$ cat src/rtl/alu_pkg.sv
// Shared ALU definitions: op codes, arbiter FSM states and register layouts.
package alu_pkg;

    typedef enum logic [4:0] {
        ADD  = 5'h0,
        SUB  = 5'h1,
        AND  = 5'h2,
        OR   = 5'h3,
        XOR  = 5'h4,
        SLT  = 5'h5,
        SLTU = 5'h6,
        SLL  = 5'h7,
        SRA  = 5'h8,
        SRL  = 5'h9
    } alu_op_e;

    localparam logic [4:0] ALU_OP_MAX = 5'h9;

    typedef enum logic [1:0] {
        IDLE,
        EXEC,
        RESP
    } state_t;

    typedef struct packed {
        logic [31:0] a;
        logic [31:0] b;
        logic [4:0]  ctrl;
    } operand_t;

    typedef struct packed {
        logic [31:0] result;
        logic        zero;
        logic        err;
    } response_t;

endpackage

$ cat src/rtl/alu_arbiter_if.sv
// Per-requester request/response channels between requesters and alu_arbiter.
interface alu_arbiter_if #(
    parameter int unsigned NREQ = 2
);
    logic [NREQ-1:0]       req_valid;
    logic [NREQ-1:0]       req_ready;
    logic [NREQ-1:0][31:0] req_a;
    logic [NREQ-1:0][31:0] req_b;
    logic [NREQ-1:0][4:0]  req_ctrl;
    logic [NREQ-1:0]       resp_valid;
    logic [NREQ-1:0]       resp_ready;
    logic [31:0]           resp_result;
    logic                  resp_zero;
    logic                  resp_err;

    modport master (
        output req_valid, req_a, req_b, req_ctrl, resp_ready,
        input  req_ready, resp_valid, resp_result, resp_zero, resp_err
    );

    modport slave (
        input  req_valid, req_a, req_b, req_ctrl, resp_ready,
        output req_ready, resp_valid, resp_result, resp_zero, resp_err
    );
endinterface

$ cat src/rtl/rr_arbiter.sv
// Combinational round-robin pick: first valid requester at or after ptr, cyclically.
module rr_arbiter #(
    parameter int unsigned NREQ = 2
) (
    input  logic [NREQ-1:0]         valid,
    input  logic [$clog2(NREQ)-1:0] ptr,
    output logic [NREQ-1:0]         grant,
    output logic [$clog2(NREQ)-1:0] idx,
    output logic                    any
);
    localparam int unsigned IDXW = $clog2(NREQ);

    int unsigned cand;

    always_comb begin
        grant = '0;
        idx   = '0;
        any   = 1'b0;
        cand  = 0;
        for (int unsigned off = 0; off < NREQ; off++) begin
            cand = {{(32 - IDXW){1'b0}}, ptr} + off;
            if (cand >= NREQ) begin
                cand = cand - NREQ;
            end
            if (!any && valid[cand]) begin
                any         = 1'b1;
                grant[cand] = 1'b1;
                idx         = cand[IDXW-1:0];
            end
        end
    end
endmodule

$ cat src/rtl/alu_arbiter.sv
// Shares one combinational ALU between NREQ requesters: round-robin grant,
// registered operands, and a response register held until the winner accepts.
module alu_arbiter
    import alu_pkg::*;
#(
    parameter int unsigned NREQ = 2
) (
    input  logic         clk,
    input  logic         reset,
    alu_arbiter_if.slave bus,
    output logic [31:0]  alu_a,
    output logic [31:0]  alu_b,
    output logic [4:0]   alu_ctrl,
    input  logic [31:0]  alu_result,
    input  logic         alu_zero
);
    localparam int unsigned IDXW = $clog2(NREQ);

    state_t          state_q, state_d;
    logic [IDXW-1:0] rr_ptr_q, rr_ptr_d;
    logic [IDXW-1:0] grant_q;
    operand_t        op_q;
    response_t       resp_q, resp_d;
    logic            load_op;

    logic [NREQ-1:0] arb_grant;
    logic [IDXW-1:0] arb_idx;
    logic            arb_any;

    rr_arbiter #(
        .NREQ (NREQ)
    ) u_rr_arbiter (
        .valid (bus.req_valid),
        .ptr   (rr_ptr_q),
        .grant (arb_grant),
        .idx   (arb_idx),
        .any   (arb_any)
    );

    always_comb begin
        state_d        = state_q;
        rr_ptr_d       = rr_ptr_q;
        resp_d         = resp_q;
        load_op        = 1'b0;
        bus.req_ready  = '0;
        bus.resp_valid = '0;
        alu_a          = '0;
        alu_b          = '0;
        alu_ctrl       = '0;
        case (state_q)
            IDLE: begin
                if (arb_any) begin
                    bus.req_ready = arb_grant;
                    load_op       = 1'b1;
                    state_d       = EXEC;
                end
            end
            EXEC: begin
                alu_a    = op_q.a;
                alu_b    = op_q.b;
                alu_ctrl = op_q.ctrl;
                // Illegal op codes never trust the ALU output.
                if (op_q.ctrl > ALU_OP_MAX) begin
                    resp_d = '{result: '0, zero: 1'b1, err: 1'b1};
                end else begin
                    resp_d = '{result: alu_result, zero: alu_zero, err: 1'b0};
                end
                rr_ptr_d = (grant_q == IDXW'(NREQ - 1)) ? '0 : grant_q + 1'b1;
                state_d  = RESP;
            end
            RESP: begin
                bus.resp_valid[grant_q] = 1'b1;
                if (bus.resp_ready[grant_q]) begin
                    state_d = IDLE;
                end
            end
            default: state_d = IDLE;
        endcase
    end

    always_ff @(posedge clk or posedge reset) begin
        if (reset) begin
            state_q  <= IDLE;
            rr_ptr_q <= '0;
            grant_q  <= '0;
            op_q     <= '0;
            resp_q   <= '0;
        end else begin
            state_q  <= state_d;
            rr_ptr_q <= rr_ptr_d;
            resp_q   <= resp_d;
            if (load_op) begin
                grant_q <= arb_idx;
                op_q    <= '{a: bus.req_a[arb_idx], b: bus.req_b[arb_idx],
                             ctrl: bus.req_ctrl[arb_idx]};
            end
        end
    end

    assign bus.resp_result = resp_q.result;
    assign bus.resp_zero   = resp_q.zero;
    assign bus.resp_err    = resp_q.err;
endmodule

$ cat src/flat_wrapper.sv
// flat-port wrapper written by rule: the top's interface ports become plain ports
module alu_arbiter_flat import alu_pkg::*;
#(
    parameter int unsigned NREQ = 2
)
  (clk, reset, alu_a, alu_b, alu_ctrl, alu_result, alu_zero, bus_req_valid, bus_req_a, bus_req_b, bus_req_ctrl, bus_resp_ready, bus_req_ready, bus_resp_valid, bus_resp_result, bus_resp_zero, bus_resp_err);
  alu_arbiter_if #(.NREQ(NREQ)) bus_i ();
  input  logic clk;
  input  logic reset;
  output logic [31:0] alu_a;
  output logic [31:0] alu_b;
  output logic [4:0] alu_ctrl;
  input  logic [31:0] alu_result;
  input  logic alu_zero;
  input wire logic [$bits(bus_i.req_valid)-1:0] bus_req_valid;
  input wire logic [$bits(bus_i.req_a)-1:0] bus_req_a;
  input wire logic [$bits(bus_i.req_b)-1:0] bus_req_b;
  input wire logic [$bits(bus_i.req_ctrl)-1:0] bus_req_ctrl;
  input wire logic [$bits(bus_i.resp_ready)-1:0] bus_resp_ready;
  output wire logic [$bits(bus_i.req_ready)-1:0] bus_req_ready;
  output wire logic [$bits(bus_i.resp_valid)-1:0] bus_resp_valid;
  output wire logic [$bits(bus_i.resp_result)-1:0] bus_resp_result;
  output wire logic [$bits(bus_i.resp_zero)-1:0] bus_resp_zero;
  output wire logic [$bits(bus_i.resp_err)-1:0] bus_resp_err;
  assign bus_i.req_valid = bus_req_valid;
  assign bus_i.req_a = bus_req_a;
  assign bus_i.req_b = bus_req_b;
  assign bus_i.req_ctrl = bus_req_ctrl;
  assign bus_i.resp_ready = bus_resp_ready;
  assign bus_req_ready = bus_i.req_ready;
  assign bus_resp_valid = bus_i.resp_valid;
  assign bus_resp_result = bus_i.resp_result;
  assign bus_resp_zero = bus_i.resp_zero;
  assign bus_resp_err = bus_i.resp_err;
  alu_arbiter #(.NREQ(NREQ)) u_core (.clk(clk), .reset(reset), .bus(bus_i), .alu_a(alu_a), .alu_b(alu_b), .alu_ctrl(alu_ctrl), .alu_result(alu_result), .alu_zero(alu_zero));
endmodule
$ cat config.mk
export PLATFORM = sky130hd
export DESIGN_NAME = alu_arbiter_flat
export DESIGN_NICKNAME = d
export VERILOG_FILES = /design/src/rtl/alu_pkg.sv /design/src/rtl/alu_arbiter_if.sv /design/src/rtl/rr_arbiter.sv /design/src/rtl/alu_arbiter.sv /design/src/flat_wrapper.sv
export SDC_FILE = /design/constraint.sdc
export NUM_CORES = 1
export LEC_CHECK = 0
export ABC_AREA = 1
export BUFFER_PORTS_ARGS = -buffer_cell sky130_fd_sc_hd__clkbuf_2
export CORE_ASPECT_RATIO = 0.5
export CORE_MARGIN = 4
export CORE_UTILIZATION = 47
export CTS_CLUSTER_SIZE = 30
export DETAILED_ROUTE_END_ITERATION = 10
export PLACE_DENSITY = 0.81
export SLEW_MARGIN = 5
export SYNTH_ARGS = -nofsm -noshare
export SYNTH_HDL_FRONTEND = slang
export SYNTH_SLANG_ARGS = --single-unit
$ cat constraint.sdc
create_clock -name clk -period 4.4 [get_ports clk]
set_input_delay 0.44 -clock clk [delete_from_list [all_inputs] [get_ports clk]]
set_output_delay 0.44 -clock clk [all_outputs]
set_load 0.005 [all_outputs]
# After elaboration in Yosys (flattened, before gate mapping)
# Cells that the tools add are included.
# word_totals
regBits	107
out_inout_bits	107
word_cells	74
# op_classes
add_sub_neg	4
n_lt_le_gt_ge	10
eq_ne	4
muxes	39
bitwise	1
n_reduce_logical	7
# ops
cell	count
2-to-1 mux 32 bit	8
greater-or-equal comparator 32 x 1 -> 1 bit, second input constant	2
< comparator 32 x 2 -> 1 bit, second input constant	2
2-to-1 mux 34 bit	1
2-to-1 mux 1 bit	16
2-to-1 mux 5 bit	3
2-to-1 mux 2 bit	7
case mux 2 bit (3 select lines)	1
> comparator 5 x 4 -> 1 bit, second input constant	1
logical AND 1 bit	4
< comparator 1 x 2 -> 1 bit, second input constant	2
inequality test 2 x 1 -> 1 bit, second input constant	2
demux 1 bit (select 1 bit)	3
subtractor 1 x 2 -> 3 bit, second input constant	1
subtractor 2 x 2 -> 3 bit, second input constant	1
adder 1 x 1 -> 2 bit, second input constant	1
== test 2 x 1 -> 1 bit, second input constant	1
== test 2 bit, second input constant	1
greater-or-equal comparator 1 x 2 -> 1 bit, second input constant	1
greater-or-equal comparator 2 bit, second input constant	1
logical NOT 2 bit	1
OR 2 bit	1
AND reduction 2 bit	1
adder 1 bit, second input constant	1
2 further kinds	2

# Logic depth before layout (Yosys ltp)
# Gate-level depths: netlist of run 1.
# depth
depth_word	11
depth_mapped	7
depth_no_buf	6

# Hierarchy
# Synthesis of run 1 repeated with hierarchy kept, for this count alone.
# unflattened
hier_cells	781
area_unflattened_um2	5701.7
# by_module_without_submodules
mod	n_inst	cells_each	area_each_um2
alu_arbiter	1	767	5646.7
rr_arbiter	1	14	55.1

# Worst setup path before layout of run 1
# Ideal clock, no wire load.
# synth_path
path_kind	input-to-output
start	input bus_req_valid[1]
end	output bus_req_ready[0]
arrival_time_ns	1.061
required_ns	3.960
setup_slack_ns	2.899
path_stages	3
n_path_buf	2
path_cell_list	buf_2 > buf_1 > a211oi_1
# synth_via
elab_chain_cells	8
word_cells_on_any_way	13
cone_classes	mux (10); bitwise (1); reduce/logical (2)
# synth_lines
item	line	rtl
start, declared	flat_wrapper.sv:15	input wire logic [$bits(bus_i.req_valid)-1:0] bus_req_valid;
2-to-1 mux 1 bit (not written as such) (2 in a row)	rr_arbiter.sv:25	if (!any && valid[cand]) begin
2-to-1 mux 1 bit	rr_arbiter.sv:25	
logical NOT 1 bit	rr_arbiter.sv:25	
logical AND 1 bit	rr_arbiter.sv:25	
2-to-1 mux 2 bit or 2-to-1 mux 1 bit (tied branches)	rr_arbiter.sv:25	
2-to-1 mux 2 bit (*)	alu_arbiter.sv:52	if (arb_any) begin
2-to-1 mux 2 bit (*)	alu_arbiter.sv:50	case (state_q)
end, declared	flat_wrapper.sv:20	output wire logic [$bits(bus_i.req_ready)-1:0] bus_req_ready;
# Mark *: on every way between the ends. The rest lies on a longest branch, timed or not. The select of a mux whose other input is x is not followed.

# Worst setup path in the final report of run 1
# layout_path
start	register u_core.state_q[1]
end	output alu_ctrl[2]
# layout_via
elab_chain_cells	2
# layout_lines
item	line	rtl
start, declared	alu_arbiter.sv:19	state_t state_q, state_d;
start signal, assigned	alu_arbiter.sv:89	state_q <= state_d;
== test 2 x 1 -> 1 bit	alu_arbiter.sv:50	
2-to-1 mux 5 bit	alu_arbiter.sv:50	
end, declared	flat_wrapper.sv:12	output logic [4:0] alu_ctrl;
# Every way passes these cells.

==> flow_summary.toml, run 1 <==
[sta]
finalHoldViolCount = 0
layout_worst_path_cycle_share = 0.559
setup_viol = 0
finalSetupTns_ps = 0
fin_crit_ps = 2460
worstMarginPinSlew_ps = 1210
rsz0062_at_grt = "no"
skew_ps = 8.39
slew_viol_final = 0
fmax_mhz = 407
slew_headroom = 0.195

[worst_setup_path]
crit_fanout = 106
critPathCaptureType = "output port"
reg2reg_from = "u_core.state_q[1]"
crit_start = "u_core.state_q[1]"
arrival_ps = 2020
worstPathRequired_ps = 3960
r2r_slack_ps = 2320
worstSetupPathType = "flop to output port"
cp-start-kind = "flop"

[routing]
first_iter_violations = 338
drc_errors = 0
ant_nets = 0
drt_first_pass_iters = 5
drt-total-wl_mm = 16.7
drt-vias-per-instance = 4.75
wire_per_inst_um = 12.5
num_vias = 6322

[logic_synthesis]
synth_top_family_by_area = "simple AND/OR/NAND/NOR gates"
yosysTopAreaCell = "dfrtp_1"
yosysMostFrequentCell = "nand2_1"
synthFlopType = "dfrtp_1"
async_flop_share = 1.00
netlist_top_cells_area = "dfrtp_1 45%, nand2_1 18%, nand3_1 14%"
yosysWarningCount = 0
yosys.area_share.simple = 0.371
syn_nets = 1091
synth_edf_count = 0
synth-adder-area-share = 0
netlist_area_um2 = 6000
synthCells = 914
ys_ff_latch = 107
yosys.area.top_type_share = 0.446
synth-compound-area-share = 0.00459
synthTopCellsByCount = "280 x nand2_1, 217 x inv_1, 172 x nand3_1"
synth_cell_types = 18
synth_xor_area_frac = 0
muxShareOfSynthArea = 0
yosysSeqAreaShare = 0.446
syn_avg_cell_area_um2 = 6.56

[finish]
stdcell_area_um2 = 7730
layout.nets = 1339
diodes = 0
finish.utilization = 0.638
drive_gt1_frac = 0.271
finalNonFillerCells = 1332
area_growth_pct = 28.9

[power]
p_total_mw = 4.46
irDropWorstVdd_mv = 0.432
powerDensity_nw_per_um2 = 577
power_leakage_nw = 5.13

[floorplanning]
initial_core_util = 0.495
die_x_um = 168
ios = 284
coreArea_um2 = 12100
die_h_um = 87.9
die_area_um2 = 14700
fp-row-count = 28

[clocking]
root_buffer = "clkbuf_16"
hold_buffers = 0
clock_latency_ps = 340
post-cts-setup-buffers = 0
cts_tree = "yes"
cts_resized = 0
numCtsBuffers = 9
cts_buffer_depth = 2
htree_levels = 3
path_clk_slew_ps = 80
cts_sinks = 107

[global_route]
antenna_found_initial = 0
grt_max_degree = 107
grt_pass1_wl_mm = 27.3
grt-ovfl-total = 0
grtUsageTotal = 0.221
grt_pass1_vias = 6106

[placed_design]
port_buffers = 283
dpl_cell_area_um2 = 7440
dp_hpwl_mm = 12.0
dp_cells = 1316
routabilityCongestion = 0.825

[hold_path]
hold_class = "input pin to async pin"

[run]
drv_cap = 0

[status]
outcome = "complete, no violations"
==> cell usage in the layout (no fill, tap or decap), drive strengths merged <==
cell type	synthesis	final
a211oi	1	1
nand2	281	281
nand3	172	172
inv	218	220
o21ai	3	3
a21oi	1	1
clkinvlp	0	2
or2	1	1
dfrtp	107	107
clkinv	0	2
clkbuf	12	293
nor2	77	77
buf	41	7
==> critical path: stages, from the launching register on <==
cell and delay (ps):
dfrtp_1 370, inv_1 130, nand2_4 550, nor2_1 360, clkbuf_2 160
==> logic make-up after synthesis <==
kind of cell	Yosys count
and+or+nand+nor	531
buffers and inverters	271
AOI/OAI and AO/OA	5
DFF	107
==> flip-flops by register name (all words and copies together) (netlist names) <==
| name | count |
|---|---|
| u_core.bus.resp_result | 32 |
| u_core.rr_ptr_q | 1 |
| u_core.grant_q | 1 |
| u_core.bus.resp_err | 1 |
| u_core.state_q | 2 |
| u_core.op_q | 69 |
| u_core.bus.resp_zero | 1 |
==> through the flow <==
step | setup slack [ps] | hold slack, ps
after global routing | 1790 | 326
final | 1940 | 248
after CTS | 1970 | 309
after detailed placement | 2300 | 466
after floorplan | 1140 | 449
after global placement | 2370 | 462
==> final timing paths <==
check                                              to  cells after the start
min                                    u_core.op_q[8]                      2
max in group asynchronous             u_core.op_q[64]                      3
max                                       alu_ctrl[2]                      4
max reg2reg                      u_core.bus.resp_zero                      7
min in group clk           u_core.bus.resp_result[22]                      3
min reg2reg                           u_core.op_q[50]                      2
==> cell type report <==
cell class	count	area, µm²
sequential	107	2680
clock buffer	10	239
fill	1144	4390
multi-input combinational	536	2270
inverter	218	821
timing repair buffer	290	1470
tap	165	206
clock inverter	6	48.8
==> power by group <==
| part | internal (mW) | switching (mW) |
|---|---|---|
| Combinational | 0.725 | 1.28 |
| Clock | 0.406 | 0.365 |
| Sequential | 1.43 | 0.255 |
| Total | 2.56 | 1.90 |
==> per-layer routing <==
metal	GRT usage	up-vias	routed length (µm)
met4	0.0530	0	285
met2	0.422	188	8800
li1	-	3160	-
met1	0.261	2944	6700
met3	0.0442	30	904
met5	0	-	0
Power figures use the tool's default switching activity.
==> run 2: changes to the inputs <==
==> constraint.sdc (replaced) <==
create_clock -name clk -period 2.46 [get_ports clk]
set_input_delay 0.246 -clock clk [delete_from_list [all_inputs] [get_ports clk]]
set_output_delay 0.246 -clock clk [all_outputs]
set_load 0.005 [all_outputs]
==> flow_summary.toml, run 2 (synthesis results as in run 1) <==
[status]
outcome = "complete, no violations"

[routing]
drc_errors = 0
wire_per_inst_um = 12.3
drt-total-wl_mm = 16.5
drt-vias-per-instance = 4.64
drt_first_pass_iters = 4
num_vias = 6218
ant_nets = 0
first_iter_violations = 292

[finish]
final_cell_mix = "283 x clkbuf_2, 278 x nand2_1, 216 x inv_1"
diodes = 0
largest_reg_flops = 69
stdcell_area_um2 = 7820
final_common_cell = "clkbuf_2"
area_growth_pct = 30.3
regMostFlops = "u_core.op_q"
layout.nets = 1347
drive_gt1_frac = 0.275

[power]
irDropWorstVdd_mv = 0.973
power.internal_mw = 4.64
pwr-share-seq = 0.376
combPwrFrac = 0.450
p_sw_frac = 0.421
power_leakage_nw = 5.18
clkPwrFrac = 0.173
power.switching_mw = 3.38
powerDensity_nw_per_um2 = 1030

[worst_setup_path]
critPathCaptureType = "output port"
path_buf_inv = 2
worstSetupPathType = "flop to output port"
arrival_ps = 1720
cpMaxStageDelayCell = "dfrtp_1"
cp_num_cells = 4
worstRegToRegCells = 6
worstPathCellList = "nand2_4, buf_4, nor2_1, clkbuf_2"
path_delay_family = "buffers and inverters"
slowest_delay_ps = 420
crit_fanout = 39
worstPathRequired_ps = 2210
cp-start-kind = "flop"

[clocking]
cts_resized = 0
cts_buffer_depth = 2
cts_sinks = 107
clock_latency_ps = 340
numCtsBuffers = 9
htree_levels = 3
path_clk_slew_ps = 70
root_buffer = "clkbuf_16"
cts_tree = "yes"

[floorplanning]
coreArea_um2 = 12100
die_h_um = 87.9
initial_core_util = 0.495
die_x_um = 168
fp-row-count = 28
die_area_um2 = 14700
ios = 284

[sta]
whs_ps = 129
fin_crit_ps = 1970
finalSetupTns_ps = 0
slew_headroom = 0.230
worstMarginPinSlew_ps = 1150
layout_worst_path_cycle_share = 0.800
setup_viol = 0
rsz0062_at_grt = "no"
skew_ps = 6.03
fmax_mhz = 508
finalHoldViolCount = 0
slew_viol_final = 0

[placed_design]
port_buffers = 283
dp_hpwl_mm = 12.3
dpl_cell_area_um2 = 7510
routabilityCongestion = 0.824

[global_route]
antenna_found_initial = 0
grt-ovfl-total = 0
grt_max_degree = 72
grt_pass1_vias = 6061
grtUsageTotal = 0.221
grt_pass1_wl_mm = 26.8

[hold_path]
hold_depth = 3
hold_class = "input pin to flop"

[run]
drv_cap = 0
[run 2: cell types whose count changed in the layout (fill, tap and decap cells not counted)]
cell,previous run,this run
buf_4,7,13
clkinv_4,1,2
buf_12,0,1
inv_4,1,0
clkinv_2,1,0
dlygate4sd3_1,0,1
clkbuf_8,1,2
[run 2: power groups by stage]
stage | sequential (mW) | clock [mW] | combinational (mW)
CTS | 3.02 | 1.43 | 3.67
global placement | 3.01 | 0 | 3.53
finish | 3.02 | 1.39 | 3.61
detailed placement | 3.03 | 0 | 3.66
global route | 3.11 | 1.50 | 4.17
floorplan | 2.93 | 0 | 2.41
[run 2: path summary, 6_finish.rpt]
path / from / end / slack (ps)
max: u_core.state_q[0] / alu_ctrl[1] / 490
min: alu_result[6] / u_core.bus.resp_result[6] / 130
max reg2reg: u_core.state_q[0] / u_core.op_q[12] / 610
min reg2reg: u_core.op_q[57] / u_core.op_q[57] / 480
max in group asynchronous: reset / u_core.op_q[29] / 1450
min in group asynchronous: reset / u_core.bus.resp_result[23] / 560
[run 2: cell type report]
cell class	instances	area, µm²
Fill cell	1109	4310
Tap cell	165	206
Clock buffer	11	253
Timing Repair Buffer	298	1540
Sequential cell	107	2680
Inverter	218	822
Multi-Input combinational cell	536	2270
Clock inverter	5	45.0
[run 2: tightest hold or removal path, cell delays in order]
cell      delay, ps
clkbuf_2         80
nand3_1          70
nand2_1          40
[run 2: what timing repair did]
action,4_1_cts,5_1_grt
hold buffers,1,0
endpoints found under the hold margin,17,0
buffers inserted,0,0
[run 2: routing by layer]
layer / global-route usage / routed length (µm)
met1: 0.256 / 6680
met2: 0.427 / 8710
met3: 0.0370 / 822
met4: 0.0626 / 257
met5: 0 / 0
[run 2: metrics by stage]
step / power (mW) / instances / setup WS (ps) / util
6_report: 8.02 / 1340 / 493 / 0.645
5_1_grt: 8.78 / 1340 / 337 / 0.645
4_1_cts: 8.12 / 1340 / 457 / 0.645
3_5_place_dp: 6.68 / 1323 / 663 / 0.619
3_3_place_gp: 6.55 / 1323 / 709 / 0.619
2_1_floorplan: 5.35 / 914 / 926 / -
